<file path="src/rtl/led_seq_pkg.sv">
// Shared types for the LED sequencer.
//   mode_e   : runtime pattern mode, encoded to match the 2-bit mode input
//   dir_e    : bounce travel direction
//   ps_width : prescaler width for a given step period (at least 1 bit)
package led_seq_pkg;

    typedef enum logic [1:0] {
        ROT_L  = 2'd0,
        ROT_R  = 2'd1,
        BOUNCE = 2'd2,
        BLINK  = 2'd3
    } mode_e;

    typedef enum logic {
        UP   = 1'b0,
        DOWN = 1'b1
    } dir_e;

    function automatic int ps_width(input int cycles);
        return (cycles > 1) ? $clog2(cycles) : 1;
    endfunction

endpackage

</file>
<file path="src/rtl/led_pwm.sv">
// Free-running PWM brightness gate.
//   clk        : system clock
//   rst        : synchronous active-high reset
//   brightness : requested duty, sampled only at the start of each PWM period
//   gate       : 1 while the LEDs may be lit in the current cycle
module led_pwm #(
    parameter int PWM_BITS = 8
) (
    input  logic                clk,
    input  logic                rst,
    input  logic [PWM_BITS-1:0] brightness,
    output logic                gate
);

    logic [PWM_BITS-1:0] pc;
    logic [PWM_BITS-1:0] br_q;

    always_ff @(posedge clk) begin
        if (rst) begin
            pc   <= '0;
            br_q <= '0;
        end else begin
            // Latching only at pc=0 keeps every period glitch-free.
            if (pc == '0)
                br_q <= brightness;
            pc <= pc + 1'b1;
        end
    end

    // All-ones must be fully on; a plain compare would leave one dark cycle.
    assign gate = (br_q == '1) | (pc < br_q);

endmodule

</file>
<file path="src/rtl/led_sequencer.sv">
// Configurable LED pattern generator.
//   clk        : system clock
//   rst        : synchronous active-high reset
//   en         : 1 = prescaler and pattern advance, 0 = hold
//   mode       : 0 ROT_L, 1 ROT_R, 2 BOUNCE, 3 BLINK
//   brightness : PWM duty (all-ones = fully on)
//   led        : LED pins, inverted when ACTIVE_LOW
//   step_pulse : high in the first cycle led shows a new step
//
// Pattern/direction FSM (dir, only meaningful in BOUNCE):
//   state | meaning
//   UP    | lit bit travels toward the MSB
//   DOWN  | lit bit travels toward bit0
module led_sequencer
    import led_seq_pkg::*;
#(
    parameter int NUM_LEDS    = 3,
    parameter int STEP_CYCLES = 13_500_000,
    parameter int PWM_BITS    = 8,
    parameter bit ACTIVE_LOW  = 1'b1
) (
    input  logic                clk,
    input  logic                rst,
    input  logic                en,
    input  logic [1:0]          mode,
    input  logic [PWM_BITS-1:0] brightness,
    output logic [NUM_LEDS-1:0] led,
    output logic                step_pulse
);

    localparam int              PS_W    = ps_width(STEP_CYCLES);
    localparam logic [PS_W-1:0] PS_LAST = PS_W'(STEP_CYCLES - 1);

    mode_e               mode_in;
    mode_e               mode_q;
    dir_e                dir;
    dir_e                dir_next;
    logic [NUM_LEDS-1:0] pat;
    logic [NUM_LEDS-1:0] pat_next;
    logic [NUM_LEDS-1:0] led_next;
    logic [PS_W-1:0]     ps;
    logic [PS_W-1:0]     ps_next;
    logic                reload;
    logic                step;
    logic                step_d;
    logic                gate;

    assign mode_in = mode_e'(mode);

    led_pwm #(.PWM_BITS(PWM_BITS)) u_pwm (
        .clk        (clk),
        .rst        (rst),
        .brightness (brightness),
        .gate       (gate)
    );

    // A mode change takes priority over a coincident prescaler wrap.
    always_comb begin
        reload = (mode_in != mode_q);
        step   = !reload && en && (ps == PS_LAST);
        if (reload)
            ps_next = '0;
        else if (en)
            ps_next = (ps == PS_LAST) ? '0 : ps + 1'b1;
        else
            ps_next = ps;
    end

    always_ff @(posedge clk) begin
        if (rst) begin
            pat    <= NUM_LEDS'(1);
            dir    <= UP;
            mode_q <= ROT_L;
            ps     <= '0;
        end else begin
            pat    <= pat_next;
            dir    <= dir_next;
            mode_q <= mode_in;
            ps     <= ps_next;
        end
    end

    always_comb begin
        pat_next = pat;
        dir_next = dir;
        if (reload) begin
            pat_next = (mode_in == BLINK) ? '1 : NUM_LEDS'(1);
            dir_next = UP;
        end else if (step) begin
            case (mode_q)
                // With NUM_LEDS=1 both shift terms collapse to pat itself.
                ROT_L: pat_next = (pat << 1) | (pat >> (NUM_LEDS - 1));
                ROT_R: pat_next = (pat >> 1) | (pat << (NUM_LEDS - 1));
                BOUNCE: begin
                    if (NUM_LEDS > 1) begin
                        if (dir == UP) begin
                            if (pat[NUM_LEDS-1]) begin
                                dir_next = DOWN;
                                pat_next = pat >> 1;
                            end else begin
                                pat_next = pat << 1;
                            end
                        end else begin
                            if (pat[0]) begin
                                dir_next = UP;
                                pat_next = pat << 1;
                            end else begin
                                pat_next = pat >> 1;
                            end
                        end
                    end
                end
                BLINK:   pat_next = ~pat;
                default: pat_next = pat;
            endcase
        end
    end

    always_comb begin
        led_next = (pat & {NUM_LEDS{gate}}) ^ {NUM_LEDS{ACTIVE_LOW}};
    end

    // step_pulse is delayed twice so it lines up with the first led cycle
    // that shows the new pattern (pat updates, then led samples it).
    always_ff @(posedge clk) begin
        if (rst) begin
            led        <= {NUM_LEDS{ACTIVE_LOW}};
            step_d     <= 1'b0;
            step_pulse <= 1'b0;
        end else begin
            led        <= led_next;
            step_d     <= step;
            step_pulse <= step_d;
        end
    end

endmodule

</file>
<file path="config.mk">
export PLATFORM = sky130hd
export DESIGN_NAME = led_sequencer
export DESIGN_NICKNAME = d
export VERILOG_FILES = /design/src/rtl/led_seq_pkg.sv /design/src/rtl/led_pwm.sv /design/src/rtl/led_sequencer.sv
export SDC_FILE = /design/constraint.sdc
export NUM_CORES = 1
export LEC_CHECK = 0
export BUFFER_PORTS_ARGS = -buffer_cell sky130_fd_sc_hd__buf_2
export CAP_MARGIN = 20
export CORE_MARGIN = 3
export CORE_UTILIZATION = 45
export DETAILED_ROUTE_END_ITERATION = 8
export HOLD_SLACK_MARGIN = 0.03
export SYNTH_ARGS = -nofsm -noshare
export SYNTH_HDL_FRONTEND = slang
export SYNTH_SLANG_ARGS = --single-unit
</file>
<file path="constraint.sdc">
create_clock -name clk -period 2.3 [get_ports clk]
set_input_delay 0.115 -clock clk [delete_from_list [all_inputs] [get_ports clk]]
set_output_delay 0.115 -clock clk [all_outputs]
set_load 0.02 [all_outputs]
</file>
==> results of run 1 <==
[power breakdown]
part | switching [uW] | internal, uW
Combinational | 90.2 | 74.9
Clock | 292 | 352
Sequential | 27.5 | 912
Total | 410 | 1340
[layer usage]
metal / share of wire (%) / routed length [um]
met5: 0 / 0
met4: 1.1 / 52
met3: 3.3 / 157
met2: 45 / 2180
met1: 50 / 2440
[stage by stage]
stage                     power (uW)  worst slack (ps)  hold WS (ps)  utilization [%]
after floorplan                 1080               166           217                -
after global placement          1130               190           344             51.1
after detailed placement        1130               124           354             51.1
after CTS                       1770               107          31.6             53.4
after global routing            1820              15.0          52.7             53.4
final                           1750               110          36.5             53.4
[cell type report]
type                            instances  area [um^2]  area share [%]
Multi-Input combinational cell        217         1380            49.5
Sequential cell                        51         1020            36.5
Timing Repair Buffer                   24          140            5.01
Tap cell                               70         87.6            3.13
Clock buffer                            6         82.6            2.95
Inverter                               12         45.0            1.61
Clock inverter                          2         35.0            1.25
[final timing paths]
check,startpoint,end,slack [ps]
worst max-delay path,ps[20]$_SDFFE_PP0P_,dir$_SDFFE_PP0P_,110
worst min-delay path,brightness[4],u_pwm.br_q[4]$_SDFFE_PP0N_,40
worst max register to register,ps[20]$_SDFFE_PP0P_,dir$_SDFFE_PP0P_,110
worst min register to register,step_d$_SDFF_PP0_,step_pulse$_SDFF_PP0_,460
[flip-flops by register name, indices dropped and copies added, names as in the netlist]
signal	flops
u_pwm.pc	8
step_d	1
pat	3
step_pulse	1
mode_q	2
dir	1
u_pwm.br_q	8
ps	24
led	3
[synthesized netlist by cell type (5+ instances only)]
cell / count
nand3_1: 14
clkbuf_1: 7
xor2_1: 12
nor2_1: 34
nor2b_1: 7
or4_1: 7
inv_1: 12
nand4_1: 8
dfxtp_1: 51
mux2i_1: 9
or3_1: 7
nor4_1: 6
ha_1: 10
nand2_1: 16
nand2b_1: 5
a21oi_1: 15
xnor2_1: 10
o21ai_0: 16
[cells by family after synthesis]
logic type | Yosys count
simple gates | 128
flops | 51
mux | 9
compound gates | 48
fa+ha+maj | 10
xor+xnor | 22
buf+inv | 22
[worst register-to-register path: stages (launching register included)]
cell and delay, ps:
dfxtp_1 350, or4b_1 520, or4_1 590, or4_1 520
a21oi_1 150
==> flow_summary.toml, run 1 <==
[yosys]
synth.top_cell.area_share_pct = 41.0
post_synth_inst_count = 290
yosys.area_share.simple_pct = 27.9
synth.top_cells.by_area = "dfxtp_1 41%, nor2_1 5.1%, ha_1 5.0%, xor2_1 4.2%, mux2i_1 3.6%"
syn_nets = 313
synth_enable_flop_cells = 0
yosysWarningCount = 0
netlist-cell-type-count = 41
ys_dominant_reg_cell = "dfxtp_1"
ys_ff_latch = 51
main_combinational_cell_family_by_area_after_synthesis = "simple AND/OR/NAND/NOR gates"
post_synth_xor_area_fraction_pct = 7.73
share_of_flip_flops_with_an_asynchronous_set_or_reset_pct = 0
post_synthesis_sequential_area_ratio_pct = 41.0
post_synth.cell_area_avg_um2 = 8.59
synth-compound-area-share_pct = 11.3
synthesis.area_um2 = 2490
proportion_of_synthesized_area_in_mux_cells_pct = 3.62
cell_type_with_the_highest_aggregate_area_in_the_netlist = "dfxtp_1"
synth_adder_area_share_pct = 5.02

[routing]
detail_route.iter0.violations = 94
detail_route.wl_per_cell_um = 12.6
via_per_inst = 5.38
route.antenna.remaining_nets = 0
dr.pass1.iters = 4
routed_wirelength_um = 4830
num_vias = 2054
remaining_design_rule_violation_count = 0

[clock_network]
clkTransAtPathRegs_ps = 100
cts_made_buffers = 5
clock_insertion_delay_worst_skew_ps = 300
setup_repair_bufs_after_cts = 0
clock_tree.root_cell = "clkbuf_8"
cts_repair_resize_count = 0
ctsLongestPathBuffers = 2
cts.sink_count = 51
postCtsHoldBufs = 0
cts.htree.levels = 2
tritoncts = "done"

[cells_and_area]
mostFrequentLayoutCells = "51 x dfxtp_1, 34 x nor2_1, 16 x o21ai_0, 16 x nand2_1, 16 x buf_2"
area_of_all_placed_cells_without_fillers_um2 = 2800
layout_commonest_cell = "dfxtp_1"
antenna-diode-count = 0
layout-drive-gt1-share_pct = 10.6
final_cells = 382
area_growth_pct = 12.2
nets = 334
n_fill_cell = 509

[placed_design]
gpl.final_weighted_congestion = 0.793
area_post_placement_um2 = 2680
placed_cells_incl_taps = 374
post-dp-hpwl_um = 3460
io_buffers = 16

[sta]
layout_min_cycle_time_ps = 2190
maxClockFrequency_mhz = 457
finClkSkew_ps = 10.2
grt_setup_unrepaired = "no"
maxSlewHeadroom_pct = 63.2
setup_total_negative_slack_ps = 0
fin_crit_sh_pct = 95.2
timing.final.max_slew_violations = 0
final-hold-violation-count = 0
worst_tran_pin_value_ps = 544
report.final.setup_viol = 0

[critical_path]
startpoint_type = "flop"
max_stage_delay_ps = 590
critical-path-slowest-cell = "or4_1"
setup.worst_path.class = "reg -> reg"
crit_arrival_ps = 2430
path_max_fanout = 6
worstRegToRegCells = 4
worst_path_dominant_cell_family = "simple AND/OR/NAND/NOR gates"
crit_required_ps = 2540
worst-path-stages = 4
worstSetupEndpointType = "flop"
crit_buf_inv = 0
critical_path.most_common_cell = "or4_1"
crit_chain = "or4b_1, or4_1, or4_1, a21oi_1"

[grt]
grt_first_pass_wirelength_um = 8370
met3_usage_pct = 3.81
met2_usage_pct = 25.5
grt_antenna_before_repair = 0
largest_net_degree_at_the_start_of_global_routing = 26
number_of_global_route_vias_before_repair = 1870
use_met1_pct = 21.7
grt.total_usage_pct = 16.1
grt.busiest_layer = "met2"
gr-total-overflow = 0

[floorplan]
placeableCoreArea_um2 = 5240
boundaryPins = 17
dieArea_um2 = 6460
fp-row-count = 26
start_util_pct = 47.6
die_width_um = 80.4
dieHeight_um = 80.4

[min_path]
timing.hold.worst_path_depth = 3
hold_crit_path_type = "in -> reg"

[outcome]
status = "complete, no violations"

[pwr]
p_per_area_nw_per_um2 = 626
leakage_uw = 0.00101
irDropWorstVdd_mv = 0.307

[flow_run]
drv_cap = 0
Note: power is estimated with default switching activity, not from simulation.
==> run 2, diff against run 1 <==
CELL_PAD_IN_SITES_DETAIL_PLACEMENT = 0   (was unset)
CELL_PAD_IN_SITES_GLOBAL_PLACEMENT = 1   (was unset)
CORE_UTILIZATION = 41   (was 45)
PLACE_DENSITY_LB_ADDON = 0.1   (was unset)
==> run 2 against run 1 <==
- die area up 9.0%
- combinational power about the same
- first-iteration DRC count shrank 41%
- design area decreased by 0.94%
- sequential share of layout area increased by 0.35 points
- total power is 8.3% lower
- register-to-register slack better by 40 ps
- hold slack better by 1.6 ps
- critical path type unchanged
==> flow_summary.toml, run 2 (synthesized netlist as in run 1, its figures left out) <==
[pwr]
power_frac_clock_pct = 31.0
p_comb_share_pct = 10.3
netSwitchingPower_uw = 402
p_int_uw = 1200
switching_share_pct = 25.1
seq_power_share_pct = 58.6
leakage_uw = 0.000994
irDropWorstVdd_mv = 0.308
p_per_area_nw_per_um2 = 579

[grt]
largest_net_degree_at_the_start_of_global_routing = 26
grt_antenna_before_repair = 0
gr-total-overflow = 0
grt.total_usage_pct = 15.3
number_of_global_route_vias_before_repair = 1909
grt_first_pass_wirelength_um = 8880

[floorplan]
dieHeight_um = 84.0
die_width_um = 84.0
placeableCoreArea_um2 = 5680
fp-row-count = 27
dieArea_um2 = 7050
start_util_pct = 43.9
boundaryPins = 17

[routing]
via_per_inst = 5.36
dr.pass1.iters = 4
detail_route.wl_per_cell_um = 13.3
num_vias = 2062
remaining_design_rule_violation_count = 0
detail_route.iter0.violations = 55
route.antenna.remaining_nets = 0
routed_wirelength_um = 5120

[clock_network]
cts.htree.levels = 2
ctsLongestPathBuffers = 2
cts.sink_count = 51
clkTransAtPathRegs_ps = 90
cts_repair_resize_count = 0
postCtsHoldBufs = 0
cts_made_buffers = 5
clock_insertion_delay_worst_skew_ps = 300
tritoncts = "done"
setup_repair_bufs_after_cts = 0
clock_tree.root_cell = "clkbuf_8"

[cells_and_area]
largest_register = "ps"
mostFrequentLayoutCells = "51 x dfxtp_1, 34 x nor2_1, 16 x o21ai_0, 16 x nand2_1, 16 x buf_2"
nets = 335
post-route-util_pct = 48.8
n_fill_cell = 585
largest_register_ffs = 24
top_registers = "ps (24), u_pwm.br_q (8), u_pwm.pc (8)"
antenna-diode-count = 0
layout-drive-gt1-share_pct = 10.2
area_growth_pct = 11.2
layout_commonest_cell = "dfxtp_1"

[critical_path]
path_max_fanout = 6
setup.worst_path.class = "reg -> reg"
startpoint_type = "flop"
crit-reg2reg-capture = "dir$_SDFFE_PP0P_"
crit_required_ps = 2540
reg2reg_setup_slack_ps = 150
crit_arrival_ps = 2390
worstRegToRegCells = 4
worstSetupEndpointType = "flop"
r2r-start = "ps[20]$_SDFFE_PP0P_"

[sta]
finClkSkew_ps = 5.68
layout_min_cycle_time_ps = 2150
worst_tran_pin_value_ps = 524
fin_crit_sh_pct = 93.5
report.final.setup_viol = 0
timing.final.max_slew_violations = 0
maxSlewHeadroom_pct = 65.0
grt_setup_unrepaired = "no"
maxClockFrequency_mhz = 465
setup_total_negative_slack_ps = 0
final-hold-violation-count = 0

[placed_design]
post-dp-hpwl_um = 3710
gpl.final_weighted_congestion = 0.829
io_buffers = 16

[min_path]
timing.hold.worst_endpoint = "u_pwm.br_q[3]$_SDFFE_PP0N_"
hold_crit_path_type = "in -> reg"
hold_start = "brightness[3]"
timing.hold.worst_path_depth = 3

[flow_run]
drv_cap = 0

[outcome]
status = "complete, no violations"
[run 2: cell types whose count changed in the layout (fill, tap and decap cells not counted)]
cell	change
bufinv_16	-1
clkbuf_1	+2
clkbuf_8	-1
buf_4	+1
[run 2: worst max-delay path by stage]
stage,from,cells after the start,slack (ps),endpoint
after floorplan,ps[20]$_SDFFE_PP0P_,5,170,dir$_SDFFE_PP0P_
after global placement,ps[20]$_SDFFE_PP0P_,4,180,dir$_SDFFE_PP0P_
after detailed placement,ps[20]$_SDFFE_PP0P_,4,180,dir$_SDFFE_PP0P_
after CTS,ps[20]$_SDFFE_PP0P_,4,150,dir$_SDFFE_PP0P_
after global routing,ps[20]$_SDFFE_PP0P_,5,40,pat[0]$_SDFFE_PP1P_
final,ps[20]$_SDFFE_PP0P_,4,150,dir$_SDFFE_PP0P_
[run 2: final cells by class]
class	instances	area (um^2)	share of cell area, %
Clock buffer	7	76.3	2.76
Clock inverter	1	5.00	0.181
Inverter	12	45.0	1.63
Multi-Input combinational cell	217	1380	50.0
Sequential cell	51	1020	36.9
Tap cell	72	90.1	3.25
Timing Repair Buffer	25	148	5.33
[run 2: power by group through the flow]
stage	registers [uW]	clock network (uW)	logic, uW
after global placement	961	0	167
after CTS	941	525	168
final	941	498	166
after global routing	946	558	189
after floorplan	957	0	121
after detailed placement	961	0	167
[run 2: layer usage]
metal	global-route usage, %	share of wire, %	vias up
li1	-	-	1075
met1	20.4	49	958
met2	24.4	46	25
met3	4.34	3.4	4
met4	3.51	0.80	0
met5	0	0	-
[run 2: metrics by stage]
step	instances	instance area [um^2]	setup WS, ps	total power (uW)	hold slack [ps]
after floorplan	290	2490	166	1080	217
after global placement	377	2690	177	1130	345
after detailed placement	377	2690	175	1130	354
after CTS	385	2770	150	1630	32.1
after global routing	385	2770	43.1	1690	47.5
final	385	2770	149	1600	38.1
[run 2: worst max-delay path, stage by stage, from the launching register on]
cell     delay [ps]
dfxtp_1         350
or4b_1          510
or4_1           570
or4_1           520
a21oi_1         140
